==> config.mk <==
export PLATFORM = sky130hd
export DESIGN_NAME = pr_icap_wr_flat
export DESIGN_NICKNAME = d
export VERILOG_FILES = /design/src/rtl/pr_icap_wr_pkg.sv /design/src/rtl/pr_icap_wr_if.sv /design/src/rtl/pr_icap_wr.sv /design/src/flat_wrapper.sv
export SDC_FILE = /design/constraint.sdc
export NUM_CORES = 1
export LEC_CHECK = 0
export BUFFER_PORTS_ARGS = -buffer_cell sky130_fd_sc_hd__buf_2
export CORE_MARGIN = 4
export CORE_UTILIZATION = 58
export CTS_BUF_LIST = sky130_fd_sc_hd__clkbuf_16
export DETAILED_ROUTE_END_ITERATION = 8
export PLACE_DENSITY = 0.86
export RECOVER_POWER = 50
export SLEW_MARGIN = 10
export SYNTH_ARGS = -nofsm -noshare
export SYNTH_HDL_FRONTEND = slang
export SYNTH_SLANG_ARGS = --single-unit
==> constraint.sdc <==
create_clock -name pclk -period 7.2 [get_ports pclk]
set_input_delay 0.72 -clock pclk [delete_from_list [all_inputs] [get_ports pclk]]
set_output_delay 0.72 -clock pclk [all_outputs]
set_load 0.01 [all_outputs]
==> src/rtl/pr_icap_wr_pkg.sv <==
// Shared types and helpers for the partial-reconfiguration ICAP path.
// The bit-swap function is also meant for a future readback engine.
package pr_icap_wr_pkg;

    localparam int PR_ICAP_BITS = 32;

    typedef enum logic [1:0] {
        PR_ST_IDLE   = 2'd0,
        PR_ST_STREAM = 2'd1,
        PR_ST_FLUSH  = 2'd2,
        PR_ST_DONE   = 2'd3
    } pr_state_e;

    // ICAPE3 expects each byte with its bit order reversed; byte order is kept.
    function automatic logic [PR_ICAP_BITS-1:0] icap_bitswap(input logic [PR_ICAP_BITS-1:0] d);
        logic [PR_ICAP_BITS-1:0] r;
        r = '0;
        for (int k = 0; k < PR_ICAP_BITS / 8; k++) begin
            for (int j = 0; j < 8; j++) begin
                r[8*k + j] = d[8*k + 7 - j];
            end
        end
        return r;
    endfunction

endpackage

==> src/rtl/pr_icap_wr_if.sv <==
// Bitstream AXI4-Stream input plus ICAPE3 write port, bundled as one bus.
interface pr_icap_wr_if;
    import pr_icap_wr_pkg::*;

    logic [PR_ICAP_BITS-1:0] s_axis_tdata;
    logic                    s_axis_tvalid;
    logic                    s_axis_tlast;
    logic                    s_axis_tready;
    logic [PR_ICAP_BITS-1:0] icap_i;
    logic                    icap_csib;
    logic                    icap_rdwrb;
    logic                    icap_avail;
    logic                    icap_prerror;

    modport slave (
        input  s_axis_tdata, s_axis_tvalid, s_axis_tlast, icap_avail, icap_prerror,
        output s_axis_tready, icap_i, icap_csib, icap_rdwrb
    );

    modport master (
        output s_axis_tdata, s_axis_tvalid, s_axis_tlast, icap_avail, icap_prerror,
        input  s_axis_tready, icap_i, icap_csib, icap_rdwrb
    );

endinterface

==> src/rtl/pr_icap_wr.sv <==
// Write-side ICAP engine: streams a bit-swapped bitstream into ICAPE3,
// checks the word count against the programmed length and reports completion.
//
// state     | meaning
// ST_IDLE   | waiting for start, stream not accepted
// ST_STREAM | writing accepted words to ICAP
// ST_FLUSH  | draining the stream up to tlast after an error, nothing written
// ST_DONE   | clean completion, done pulse follows
module pr_icap_wr
    import pr_icap_wr_pkg::*;
#(
    parameter int DATA_BITS = 32,
    parameter int CNT_BITS  = 32
) (
    input  logic                pclk,
    input  logic                preset,
    input  logic                start,
    input  logic [CNT_BITS-1:0] pr_len,
    pr_icap_wr_if.slave         bus,
    output logic                pr_val,
    output logic                pr_last,
    output logic                busy,
    output logic                done,
    output logic                err,
    output logic [CNT_BITS-1:0] wcnt
);

    localparam logic [1:0] ST_IDLE   = PR_ST_IDLE;
    localparam logic [1:0] ST_STREAM = PR_ST_STREAM;
    localparam logic [1:0] ST_FLUSH  = PR_ST_FLUSH;
    localparam logic [1:0] ST_DONE   = PR_ST_DONE;

    logic [1:0]           state;
    logic [CNT_BITS-1:0]  len_q;
    logic [CNT_BITS-1:0]  wcnt_q;
    logic                 err_q;
    logic                 tready;
    logic                 hs;
    logic                 wr;
    logic                 at_len;
    logic                 start_ok;
    logic                 start_zero;
    logic [DATA_BITS-1:0] swapped;
    logic [DATA_BITS-1:0] icap_q;
    logic                 csib_q;
    logic                 rdwrb_q;
    logic                 pr_val_q;
    logic                 pr_last_q;
    logic                 done_q;

    always_comb begin
        tready = 1'b0;
        case (state)
            ST_STREAM: tready = bus.icap_avail & ~bus.icap_prerror;
            ST_FLUSH:  tready = 1'b1;
            default:   tready = 1'b0;
        endcase
    end

    assign hs         = bus.s_axis_tvalid & tready;
    assign wr         = hs & (state == ST_STREAM);
    assign at_len     = (wcnt_q == len_q - CNT_BITS'(1));
    assign start_ok   = (state == ST_IDLE) & start & (pr_len != '0);
    assign start_zero = (state == ST_IDLE) & start & (pr_len == '0);
    assign swapped    = icap_bitswap(bus.s_axis_tdata);

    always_ff @(posedge pclk or posedge preset) begin
        if (preset) begin
            state  <= ST_IDLE;
            len_q  <= '0;
            wcnt_q <= '0;
            err_q  <= 1'b0;
        end else begin
            case (state)
                ST_IDLE: begin
                    if (start_ok) begin
                        len_q  <= pr_len;
                        wcnt_q <= '0;
                        err_q  <= 1'b0;
                        state  <= ST_STREAM;
                    end else if (start_zero) begin
                        err_q <= 1'b1;
                    end
                end
                ST_STREAM: begin
                    if (bus.icap_prerror) begin
                        err_q <= 1'b1;
                        state <= ST_FLUSH;
                    end else if (hs) begin
                        wcnt_q <= wcnt_q + CNT_BITS'(1);
                        if (bus.s_axis_tlast && at_len) begin
                            state <= ST_DONE;
                        end else if (bus.s_axis_tlast) begin
                            err_q <= 1'b1;
                            state <= ST_IDLE;
                        end else if (at_len) begin
                            err_q <= 1'b1;
                            state <= ST_FLUSH;
                        end
                    end
                end
                ST_FLUSH: begin
                    if (hs && bus.s_axis_tlast) state <= ST_IDLE;
                end
                default: state <= ST_IDLE;
            endcase
        end
    end

    // Direction stays at write for one cycle past the last STREAM cycle so it
    // never toggles while chip select is still low.
    always_ff @(posedge pclk or posedge preset) begin
        if (preset) begin
            icap_q    <= '0;
            csib_q    <= 1'b1;
            rdwrb_q   <= 1'b1;
            pr_val_q  <= 1'b0;
            pr_last_q <= 1'b0;
            done_q    <= 1'b0;
        end else begin
            if (wr) icap_q <= swapped;
            csib_q    <= ~wr;
            pr_val_q  <= wr;
            pr_last_q <= wr & bus.s_axis_tlast & at_len;
            rdwrb_q   <= ~(start_ok | (state == ST_STREAM));
            done_q    <= (state == ST_DONE);
        end
    end

    assign bus.s_axis_tready = tready;
    assign bus.icap_i        = icap_q;
    assign bus.icap_csib     = csib_q;
    assign bus.icap_rdwrb    = rdwrb_q;
    assign pr_val            = pr_val_q;
    assign pr_last           = pr_last_q;
    assign busy              = (state != ST_IDLE);
    assign done              = done_q;
    assign err               = err_q;
    assign wcnt              = wcnt_q;

endmodule
==> src/flat_wrapper.sv <==
// flat-port wrapper written by rule: the top's interface ports become plain ports
module pr_icap_wr_flat import pr_icap_wr_pkg::*;
#(
    parameter int DATA_BITS = 32,
    parameter int CNT_BITS  = 32
)
  (pclk, preset, start, pr_len, pr_val, pr_last, busy, done, err, wcnt, bus_s_axis_tdata, bus_s_axis_tvalid, bus_s_axis_tlast, bus_icap_avail, bus_icap_prerror, bus_s_axis_tready, bus_icap_i, bus_icap_csib, bus_icap_rdwrb);
  pr_icap_wr_if bus_i ();
  input  logic pclk;
  input  logic preset;
  input  logic start;
  input  logic [CNT_BITS-1:0] pr_len;
  output logic pr_val;
  output logic pr_last;
  output logic busy;
  output logic done;
  output logic err;
  output logic [CNT_BITS-1:0] wcnt;
  input wire logic [$bits(bus_i.s_axis_tdata)-1:0] bus_s_axis_tdata;
  input wire logic [$bits(bus_i.s_axis_tvalid)-1:0] bus_s_axis_tvalid;
  input wire logic [$bits(bus_i.s_axis_tlast)-1:0] bus_s_axis_tlast;
  input wire logic [$bits(bus_i.icap_avail)-1:0] bus_icap_avail;
  input wire logic [$bits(bus_i.icap_prerror)-1:0] bus_icap_prerror;
  output wire logic [$bits(bus_i.s_axis_tready)-1:0] bus_s_axis_tready;
  output wire logic [$bits(bus_i.icap_i)-1:0] bus_icap_i;
  output wire logic [$bits(bus_i.icap_csib)-1:0] bus_icap_csib;
  output wire logic [$bits(bus_i.icap_rdwrb)-1:0] bus_icap_rdwrb;
  assign bus_i.s_axis_tdata = bus_s_axis_tdata;
  assign bus_i.s_axis_tvalid = bus_s_axis_tvalid;
  assign bus_i.s_axis_tlast = bus_s_axis_tlast;
  assign bus_i.icap_avail = bus_icap_avail;
  assign bus_i.icap_prerror = bus_icap_prerror;
  assign bus_s_axis_tready = bus_i.s_axis_tready;
  assign bus_icap_i = bus_i.icap_i;
  assign bus_icap_csib = bus_i.icap_csib;
  assign bus_icap_rdwrb = bus_i.icap_rdwrb;
  pr_icap_wr #(.DATA_BITS(DATA_BITS), .CNT_BITS(CNT_BITS)) u_core (.pclk(pclk), .preset(preset), .start(start), .pr_len(pr_len), .bus(bus_i), .pr_val(pr_val), .pr_last(pr_last), .busy(busy), .done(done), .err(err), .wcnt(wcnt));
endmodule
; Word level (Yosys, flattened, before mapping)
; Index checks and enable logic that the tools add are counted.
[totals]
ff_bits = 104
wordCells = 69
[op_classes]
addsub = 2
n_eq_ne = 13
n_mux = 21
n_bitwise = 12
reduce_logical = 11
[op_table]
columns = cell, n
row1 = $mux 32, 3
row2 = $pmux 32 s2, 1
row3 = $add 32x1->32 const B, 1
row4 = $eq 32x32->1, 1
row5 = $logic_not 32->1, 1
row6 = $reduce_bool 32->1, 1
row7 = $sub 32x1->32 const B, 1
row8 = $mux 2, 7
row9 = $and 1x1->1, 8
row10 = $reduce_and 4->1, 2
row11 = $mux 1, 7
row12 = $ne 2x1->1 const B, 3
row13 = $pmux 2 s3, 1
row14 = $ne 5x3->1 const B, 1
row15 = $reduce_and 5->1, 1
row16 = $eq 2x2->1 const B, 2
row17 = $ne 4x3->1 const B, 1
row18 = $pmux 1 s2, 2
row19 = $reduce_bool 2->1, 2
row20 = $ne 3x1->1 const B, 1
row21 = $ne 3x2->1 const B, 1
row22 = $ne 3x3->1 const B, 1
row23 = $not 1->1, 3
row24 = $eq 2x1->1 const B, 1
row25 = other kinds (5), 6

; Longest topological paths before layout
; Gate-level depths: netlist (run 1).
[logic_depth]
ltp_word = 8
mapped_depth = 12
mapped_depth_nobuf = 11

; Worst setup path before layout (run 1)
; No wires, ideal clock.
[synth_timing]
path_type = register to register
startpoint = reg u_core.len_q[0]
endpoint = reg u_core.err_q (netlist: u_core.err)
setup_time_ns = 0.130
t_arrival_ns = 2.783
required_time_ns = 7.070
setup_slack_ns = 4.287
stages_incl_launch_ff = 13
n_path_buf = 1
synth_period_minus_slack_ns = 2.913
path_cell_list = dfrtp_1 > inv_1 > ha_1 > nor3b_1 > and4_1 > buf_6 > nand3_1 > mux2i_1 > mux2i_1 > a21oi_1 > nor4_4 > nor4b_1 > nor4_1
[synth_between]
elab_chain_cells = 5
[synth_lines]
columns = element, line
row1 = "start, declared", pr_icap_wr.sv:34  ; logic [CNT_BITS-1:0] len_q;
row2 = "start signal, assigned", pr_icap_wr.sv:77  ; len_q <= pr_len;
row3 = $sub 32x1->32 *, pr_icap_wr.sv:62  ; assign at_len = (wcnt_q == len_q - CNT_BITS'(1));
row4 = $eq 32x32->1 *, pr_icap_wr.sv:62
row5 = $logic_and 1x1->1, pr_icap_wr.sv:91  ; if (bus.s_axis_tlast && at_len) begin
row6 = $ne 3x3->1 (no source line), n/a
row7 = $reduce_and 5->1 (no source line) *, n/a
row8 = "end signal, assigned", pr_icap_wr.sv:72  ; err_q <= 1'b0;
row9 = "end signal, assigned", pr_icap_wr.sv:94  ; err_q <= 1'b1;
row10 = "end signal, assigned", pr_icap_wr.sv:97  ; err_q <= 1'b1;
row11 = "end, declared", pr_icap_wr.sv:36  ; logic err_q;
; Mark *: on every way between the ends. The rest lies on a longest branch, timed or not.
; A chain may end at the register's enable or synchronous reset.

; Worst setup path after layout (run 1)
; Ends and elaborated chain as after synthesis.

==> results of run 1 <==
## state kept, by name (all words and copies together), names as in the netlist
| name | cells |
|---|---|
| u_core.bus.icap_i | 32 |
| u_core.bus.icap_csib | 1 |
| u_core.done | 1 |
| u_core.pr_val | 1 |
| u_core.bus.icap_rdwrb | 1 |
| u_core.state | 2 |
| u_core.len_q | 32 |
| u_core.wcnt | 32 |
| u_core.err | 1 |
| u_core.pr_last | 1 |
## layout by cell type, fill, tap and decap left out, types with 8 or more instances in the layout
master and n:
sky130_fd_sc_hd__a21oi_1 20, sky130_fd_sc_hd__a31oi_1 8, sky130_fd_sc_hd__and3_1 13, sky130_fd_sc_hd__buf_2 73, sky130_fd_sc_hd__clkbuf_1 69, sky130_fd_sc_hd__clkbuf_16 9
sky130_fd_sc_hd__dfrtp_1 102, sky130_fd_sc_hd__inv_1 12, sky130_fd_sc_hd__mux2_2 31, sky130_fd_sc_hd__nand2_1 131, sky130_fd_sc_hd__nand3_1 11, sky130_fd_sc_hd__nand4_1 12
sky130_fd_sc_hd__nor2_1 37, sky130_fd_sc_hd__nor3_1 18, sky130_fd_sc_hd__nor4_1 20, sky130_fd_sc_hd__o21ai_0 13, sky130_fd_sc_hd__or3_1 12, sky130_fd_sc_hd__xnor2_1 35
sky130_fd_sc_hd__xor2_1 29
## Yosys cell counts, types with 12 or more instances
master                     count
sky130_fd_sc_hd__nand2_1     131
sky130_fd_sc_hd__dfrtp_1     102
sky130_fd_sc_hd__nor2_1       38
sky130_fd_sc_hd__xnor2_1      35
sky130_fd_sc_hd__mux2_2       31
sky130_fd_sc_hd__xor2_1       29
sky130_fd_sc_hd__a21oi_1      20
sky130_fd_sc_hd__nor4_1       20
sky130_fd_sc_hd__clkbuf_1     19
sky130_fd_sc_hd__nor3_1       18
sky130_fd_sc_hd__and3_1       13
sky130_fd_sc_hd__inv_1        13
sky130_fd_sc_hd__o21ai_0      13
sky130_fd_sc_hd__nand4_1      12
sky130_fd_sc_hd__or3_1        12
## area by class of cell
cell class / count / area share
Multi-Input combinational cell: 460 / 0.4325
Timing Repair Buffer: 146 / 0.09789
Clock inverter: 7 / 0.01404
Inverter: 14 / 0.008048
Sequential cell: 104 / 0.3897
Clock buffer: 9 / 0.03369
Tap cell: 129 / 0.02414
## metal layers
metal  part of all wire  vias to the layer above  wire (um)
met5                  0                        -          0
met4              0.019                        0        280
met3              0.081                       27       1219
met2               0.48                      262       7284
met1               0.42                     2461       6259
li1                   -                     2363          -
## through the flow
stage          total power, mW  instances  area, um^2  utilization  hold WS (ps)
2_1_floorplan            1.599        601        5655            -         499.5
3_3_place_gp             1.848        853        6454       0.6887         452.5
3_5_place_dp             1.891        853        6454       0.6887         457.0
4_1_cts                  2.401        869        6773       0.7227         370.8
5_1_grt                  2.524        869        6685       0.7134         502.8
6_report                 2.382        869        6685       0.7134         478.8
## logic make-up (layout without fill, tap and decap cells)
family / Yosys count / count (layout) / share of synthesized area
and+or+nand+nor: 289 / 289 / 0.2538
DFF: 104 / 104 / 0.4606
AOI/OAI and AO/OA: 65 / 65 / 0.07346
xor gates and xnor gates: 64 / 64 / 0.09911
buffers and inverters: 37 / 176 / 0.02920
muxes: 36 / 36 / 0.07057
adders and majority gates: 6 / 6 / 0.01327
## power by group
part | switching, mW | total [mW] | internal, mW
Sequential | 0.227 | 1.01 | 0.781
Combinational | 0.490 | 0.872 | 0.382
Clock | 0.251 | 0.503 | 0.252
Total | 0.967 | 2.38 | 1.42
## path summary, 6_finish.rpt
path | start | end | slack [ps]
max | u_core.len_q[0] | u_core.err | 3490
min | u_core.bus.icap_i[2] | u_core.bus.icap_i[2] | 480
max reg2reg | u_core.len_q[0] | u_core.err | 3490
min reg2reg | u_core.bus.icap_i[2] | u_core.bus.icap_i[2] | 480
max in group asynchronous | preset | u_core.len_q[11] | 5060
min in group asynchronous | preset | u_core.wcnt[26] | 660
## worst max-delay path: cells and delay by family (launching register included)
family | cells | cell delay [ps]
buffers and inverters | 1 | 90
AOI/OAI and AO/OA | 1 | 160
adders and majority gates | 1 | 190
DFF | 1 | 460
muxes | 2 | 330
and+or+nand+nor | 6 | 2360
==> impl_metrics.csv, run 1 <==
group,metric,value,unit
clock_tree,h_tree_lvls,3,
yosys,ys.warnings.count,0,
clock_tree,clkSinkCount,104,
power,total_leakage_power,3.025,nW
sta,final-max-slew-violation-count,0,
die,die_w,106.7,um
sta,timing.final.ws_setup,3486,ps
placement,gpl.final_weighted_congestion,0.9404,
clock_tree,cts_buffers,9,
finish,antenna-diode-count,0,
yosys,sequential_share_of_the_synthesized_area,0.4606,
yosys,ys_ff_latch,104,
yosys,synth-edff-count,0,
setup_path,cp_slowest_cell,"sky130_fd_sc_hd__nor3b_1",
sta,finClkSkew,12.22,ps
drt,first_iter_violations,392,
clock_tree,cts-resized-gates,0,
yosys,syn_area,5655,um^2
clock_tree,clockRootBuffer,"sky130_fd_sc_hd__clkbuf_16",
global_routing,grt_remaining_overflow,0,
global_routing,grt_most_used_layer,"met2",
global_routing,grt.met3_usage,0.06321,
clock_tree,worstSkewPairLatency,350,ps
setup_path,critPathCaptureType,"register",
drt,first_pass_iters,5,
clock_tree,post_cts.repair.setup_buffers,0,
yosys,async_flop_share,1.000,
yosys,syn_inst,601,
drt,vias_per_cell,5.884,
sta,finalHoldViolCount,0,
placement,dp.final_hpwl,11030,um
global_routing,gr-usage-met1,0.3622,
clock_tree,cts_tree,"yes",
setup_path,critical_path_s_largest_stage_delay,710,ps
sta,timing.setup.tns,0,ps
setup_path,r2r_cell_count,11,
yosys,synthesis.nets,678,
placement,count_of_input_and_output_buffers,142,
sta,timing.final.crit_share,0.5159,
yosys,yosysTopAreaCell,"sky130_fd_sc_hd__dfrtp_1",
sta,timing.final.setup_violations,0,
die,pin_count,143,
die,design.core.area,9371,um^2
die,die_area,11390,um^2
yosys,post_synth.cell_area_avg,9.410,um^2
finish,multiInputGateArea,2892,um^2
flow_run,cap_viol_max_count,0,
clock_tree,path_clk_slew,80,ps
global_routing,grt_pass1_wl,24290,um
drt,wl_per_cell,17.31,um
drt,route.antenna.remaining_nets,0,
global_routing,grt_antenna_before_repair,0,
yosys,synthDominantCellAreaShare,0.4513,
yosys,yosysUniqueCellTypes,57,
sta,period_minus_slack,3714,ps
hold_path,worst_hold_path.num_cells,2,
global_routing,grt_pass1_vias,5022,
setup_path,arrival,3930,ps
die,die_height,106.7,um
power,power_per_cell_area,356.4,nW/um^2
setup_path,worst-path-max-fanout,9,
placement,pre_cts_slack,3615,ps
drt,drc_errors,0,
sta,slew_headroom,0.09188,
yosys,synth.top_cells.by_area,"sky130_fd_sc_hd__dfrtp_1 45%, sky130_fd_sc_hd__nand2_1 8.7%, sky130_fd_sc_hd__mux2_2 6.2%",
setup_path,path_class,"register to register",
finish,area.growth.synth_to_final,18.21,%
die,start_util,0.6035,
global_routing,grtUsageTotal,0.2641,
yosys,ys.flop_type,"sky130_fd_sc_hd__dfrtp_1",
clock_tree,hold_buffers,0,
run_status,outcome,"finished clean",
setup_path,cp_required,7420,ps
clock_tree,clock_path_buffers,2,
finish,fillerInstances,749,
sta,grt_setup_unrepaired,"no",
setup_path,cpMostUsedCell,"sky130_fd_sc_hd__mux2i_1",
finish,sequential_cell_area,2605,um^2
setup_path,critical_path.startpoint_type,"register",
sta,timing_worst_slew_pin_value,1355,ps
finish,share_of_post_route_cells_with_drive_strength_above_1,0.1878,
drt,routed_wl,15040,um
hold_path,hold_class,"register to register",
setup_path,crit_chain,"inv_1, ha_1, nor3b_1, and4_1, nand3_1, mux2i_1, mux2i_1, a21oi_1, nor4_4, nor4b_1, nor4_1",
power,worst_ir_drop_vdd,0.1908,mV
drt,vias,5113,
sta,clock.fmax,269.2,MHz
die,row_count,35,
global_routing,gr-usage-met2,0.4240,
global_routing,grt_max_degree,75,
finish,net_count_final,812,
No activity file was read; power rests on OpenSTA's default activity.
==> run 2, diff against run 1 <==
- ABC_AREA: not set -> 1
- CORE_UTILIZATION: 58 -> 55
- PLACE_DENSITY: 0.86 -> 0.81
- clock period: 7.2 -> 3.69 ns (I/O delays scaled with it)
==> run 2 against run 1 <==
Effect of this change:
- the run now ends with max-capacitance violations, max-slew violations left
- total power up 150%
- global-route usage fell by 0.23 points
- largest cell class unchanged
- count of clock-buffer cells in the layout is the same
- sequential power is 120% higher
- register-to-register slack lost 2800 ps
- sequential cell count is the same
- critical path type unchanged
- highest routed layer unchanged
- core utilization decreased by 4.5 points
- combinational power increased to 3.1 times the previous value
- critical path depth did not move
- synthesized cell count rose by 48%
==> impl_metrics.csv, run 2 <==
group,metric,value,unit
finish,fillerInstances,1015,
die,start_util,0.5725,
sta,timing.setup.tns,0,ps
setup_path,worst-path-max-fanout,34,
setup_path,arrival,3240,ps
setup_path,cp.buffers_inverters,4,
die,row_count,38,
yosys,synthesis.nets,966,
yosys,synth.top_cells.by_area,"sky130_fd_sc_hd__dfrtp_1 40%, sky130_fd_sc_hd__nand2_1 21%, sky130_fd_sc_hd__xor2_1 6.0%",
sta,timing.final.crit_share,0.8041,
sta,final-max-slew-violation-count,109,
yosys,syn_area,6315,um^2
finish,area.growth.synth_to_final,16.70,%
clock_tree,hold_buffers,0,
setup_path,critical_path_cell_count,11,
die,die_area,13260,um^2
finish,net_count_final,1096,
global_routing,grt_pass1_wl,27840,um
global_routing,grt_antenna_before_repair,0,
sta,period_minus_slack,2967,ps
yosys,yosysTopAreaCell,"sky130_fd_sc_hd__dfrtp_1",
die,pin_count,143,
finish,fin_cells,1164,
clock_tree,post_cts.repair.setup_buffers,0,
hold_path,hold_class,"input pin to register",
sta,grt_setup_unrepaired,"no",
die,die_height,115.2,um
setup_path,r2r_cell_count,11,
run_status,failed_checks,"max-capacitance violations, max-slew violations",
yosys,async_flop_share,1.000,
sta,finClkSkew,11.46,ps
sta,finalHoldViolCount,0,
setup_path,cp_slowest_cell,"sky130_fd_sc_hd__dfrtp_1",
placement,dp.final_hpwl,13210,um
drt,first_iter_violations,347,
power,total_leakage_power,3.693,nW
power,worst_ir_drop_vdd,0.5165,mV
drt,drc_errors,0,
setup_path,critical_path.top_delay_family,"buffers and inverters",
setup_path,crit_chain,"inv_1, ha_1, inv_2, nor2_1, nand2_1, a21boi_1, nand2_1, nor2_2, buf_4, inv_2, nor3_1",
clock_tree,h_tree_lvls,3,
die,die_w,115.2,um
placement,count_of_input_and_output_buffers,142,
yosys,post_synth.cell_area_avg,7.103,um^2
setup_path,path_class,"register to register",
clock_tree,cts_buffers,9,
yosys,ys.flop_type,"sky130_fd_sc_hd__dfrtp_1",
yosys,sequential_share_of_the_synthesized_area,0.4125,
finish,sequential_cell_area,2605,um^2
hold_path,worst_hold_path.num_cells,3,
yosys,synth.most_common_cell,"sky130_fd_sc_hd__nand2_1",
drt,wl_per_cell,14.46,um
drt,routed_wl,16830,um
setup_path,critical_path_s_largest_stage_delay,420,ps
setup_path,critPathCaptureType,"register",
clock_tree,clkSinkCount,104,
placement,dp_cells,1148,
global_routing,grt_remaining_overflow,0,
clock_tree,cts-resized-gates,0,
global_routing,grtUsageTotal,0.2619,
clock_tree,worstSkewPairLatency,350,ps
die,design.core.area,11030,um^2
drt,route.antenna.remaining_nets,0,
setup_path,cp_required,3960,ps
yosys,synth_top_cells_by_count,"351 x sky130_fd_sc_hd__nand2_1, 102 x sky130_fd_sc_hd__dfrtp_1, 87 x sky130_fd_sc_hd__nor2_1, 77 x sky130_fd_sc_hd__inv_1, 43 x sky130_fd_sc_hd__xor2_1",
yosys,ys.warnings.count,0,
yosys,yosysUniqueCellTypes,35,
drt,first_pass_iters,5,
global_routing,grt_pass1_vias,5827,
sta,timing.final.setup_violations,0,
sta,slew_headroom,-0.2525,
flow_run,cap_viol_max_count,3,
clock_tree,cts_tree,"yes",
run_status,outcome,"finished with violations",
clock_tree,clockRootBuffer,"sky130_fd_sc_hd__clkbuf_16",
sta,whs,211.7,ps
placement,gpl.final_weighted_congestion,0.9202,
drt,vias,6068,
clock_tree,clock_path_buffers,2,
setup_path,critical_path.startpoint_type,"register",
power,total_power,5.909,mW
finish,multiInputGateArea,3271,um^2
yosys,synthDominantCellAreaShare,0.4042,
finish,layout.core_utilization,0.6681,
finish,antenna-diode-count,0,
yosys,syn_inst,889,
yosys,synth-edff-count,0,
power,power_per_cell_area,801.8,nW/um^2
clock_tree,path_clk_slew,80,ps
finish,share_of_post_route_cells_with_drive_strength_above_1,0.1514,
sta,timing_worst_slew_pin_value,1879,ps
drt,vias_per_cell,5.213,
finish,layout.cells.most_common_list,"351 x sky130_fd_sc_hd__nand2_1, 107 x sky130_fd_sc_hd__buf_2, 102 x sky130_fd_sc_hd__dfrtp_1",
sta,clock.fmax,337.0,MHz
global_routing,grt_max_degree,61,
yosys,ys_ff_latch,104,
finish,layout_commonest_cell,"sky130_fd_sc_hd__nand2_1",
[run 2: changes by cell type after synthesis, moves of 17 or more]
cell and delta:
sky130_fd_sc_hd__inv_1 +64, sky130_fd_sc_hd__mux2_2 -31, sky130_fd_sc_hd__nand2_1 +220, sky130_fd_sc_hd__nand3_1 +17, sky130_fd_sc_hd__nor2_1 +49, sky130_fd_sc_hd__o31ai_1 +28
sky130_fd_sc_hd__xnor2_1 -18
[run 2: path summary, 6_finish.rpt]
check                                     start               endpoint  slack, ps
max reg2reg                     u_core.state[1]         u_core.pr_last        720
max in group asynchronous                preset        u_core.wcnt[30]        990
min reg2reg                u_core.bus.icap_i[1]   u_core.bus.icap_i[1]        480
min                        bus_s_axis_tdata[10]  u_core.bus.icap_i[13]        210
max                             u_core.state[1]         u_core.pr_last        720
min in group asynchronous                preset  u_core.bus.icap_i[19]        360
[run 2: cells by family (layout without fill, tap and decap cells)]
family / Yosys count / after routing / synth area share
fa+ha+maj: 6 / 6 / 0.01189
compound gates: 67 / 67 / 0.06618
buf+inv: 111 / 246 / 0.06955
flops: 104 / 104 / 0.4125
xor+xnor: 60 / 60 / 0.08322
simple gates: 541 / 541 / 0.3566
[run 2: metrics by stage]
step	setup slack [ps]	cell area, um^2
global route	362.3	7370
detailed placement	782.3	7113
CTS	746.5	7422
global placement	950.8	7113
floorplan	592.1	6315
finish	722.8	7370
[run 2: layout make-up]
class / count / share of cell area
multi-input combinational: 674 / 0.4438
clock buffer: 9 / 0.03056
tap: 140 / 0.02377
clock inverter: 7 / 0.01138
timing repair buffer: 147 / 0.09457
sequential: 104 / 0.3535
inverter: 83 / 0.04244
[run 2: routing by layer]
| metal | part of all wire | GRT usage | up-vias |
|---|---|---|---|
| li1 | - | - | 3068 |
| met1 | 0.44 | 0.3521 | 2751 |
| met2 | 0.47 | 0.4271 | 220 |
| met3 | 0.073 | 0.05632 | 29 |
| met4 | 0.020 | 0.07825 | 0 |
| met5 | 0 | 0 | - |
[run 2: power by group]
part | internal [mW] | total (mW) | switching (mW)
combinational | 0.973 | 2.69 | 1.72
sequential | 1.61 | 2.21 | 0.598
clock | 0.543 | 1.01 | 0.469
total | 3.12 | 5.91 | 2.78
[run 2: worst min-delay path: stages]
cell,delay (ps)
sky130_fd_sc_hd__buf_2,70
sky130_fd_sc_hd__nand2_1,40
sky130_fd_sc_hd__nand2_1,50
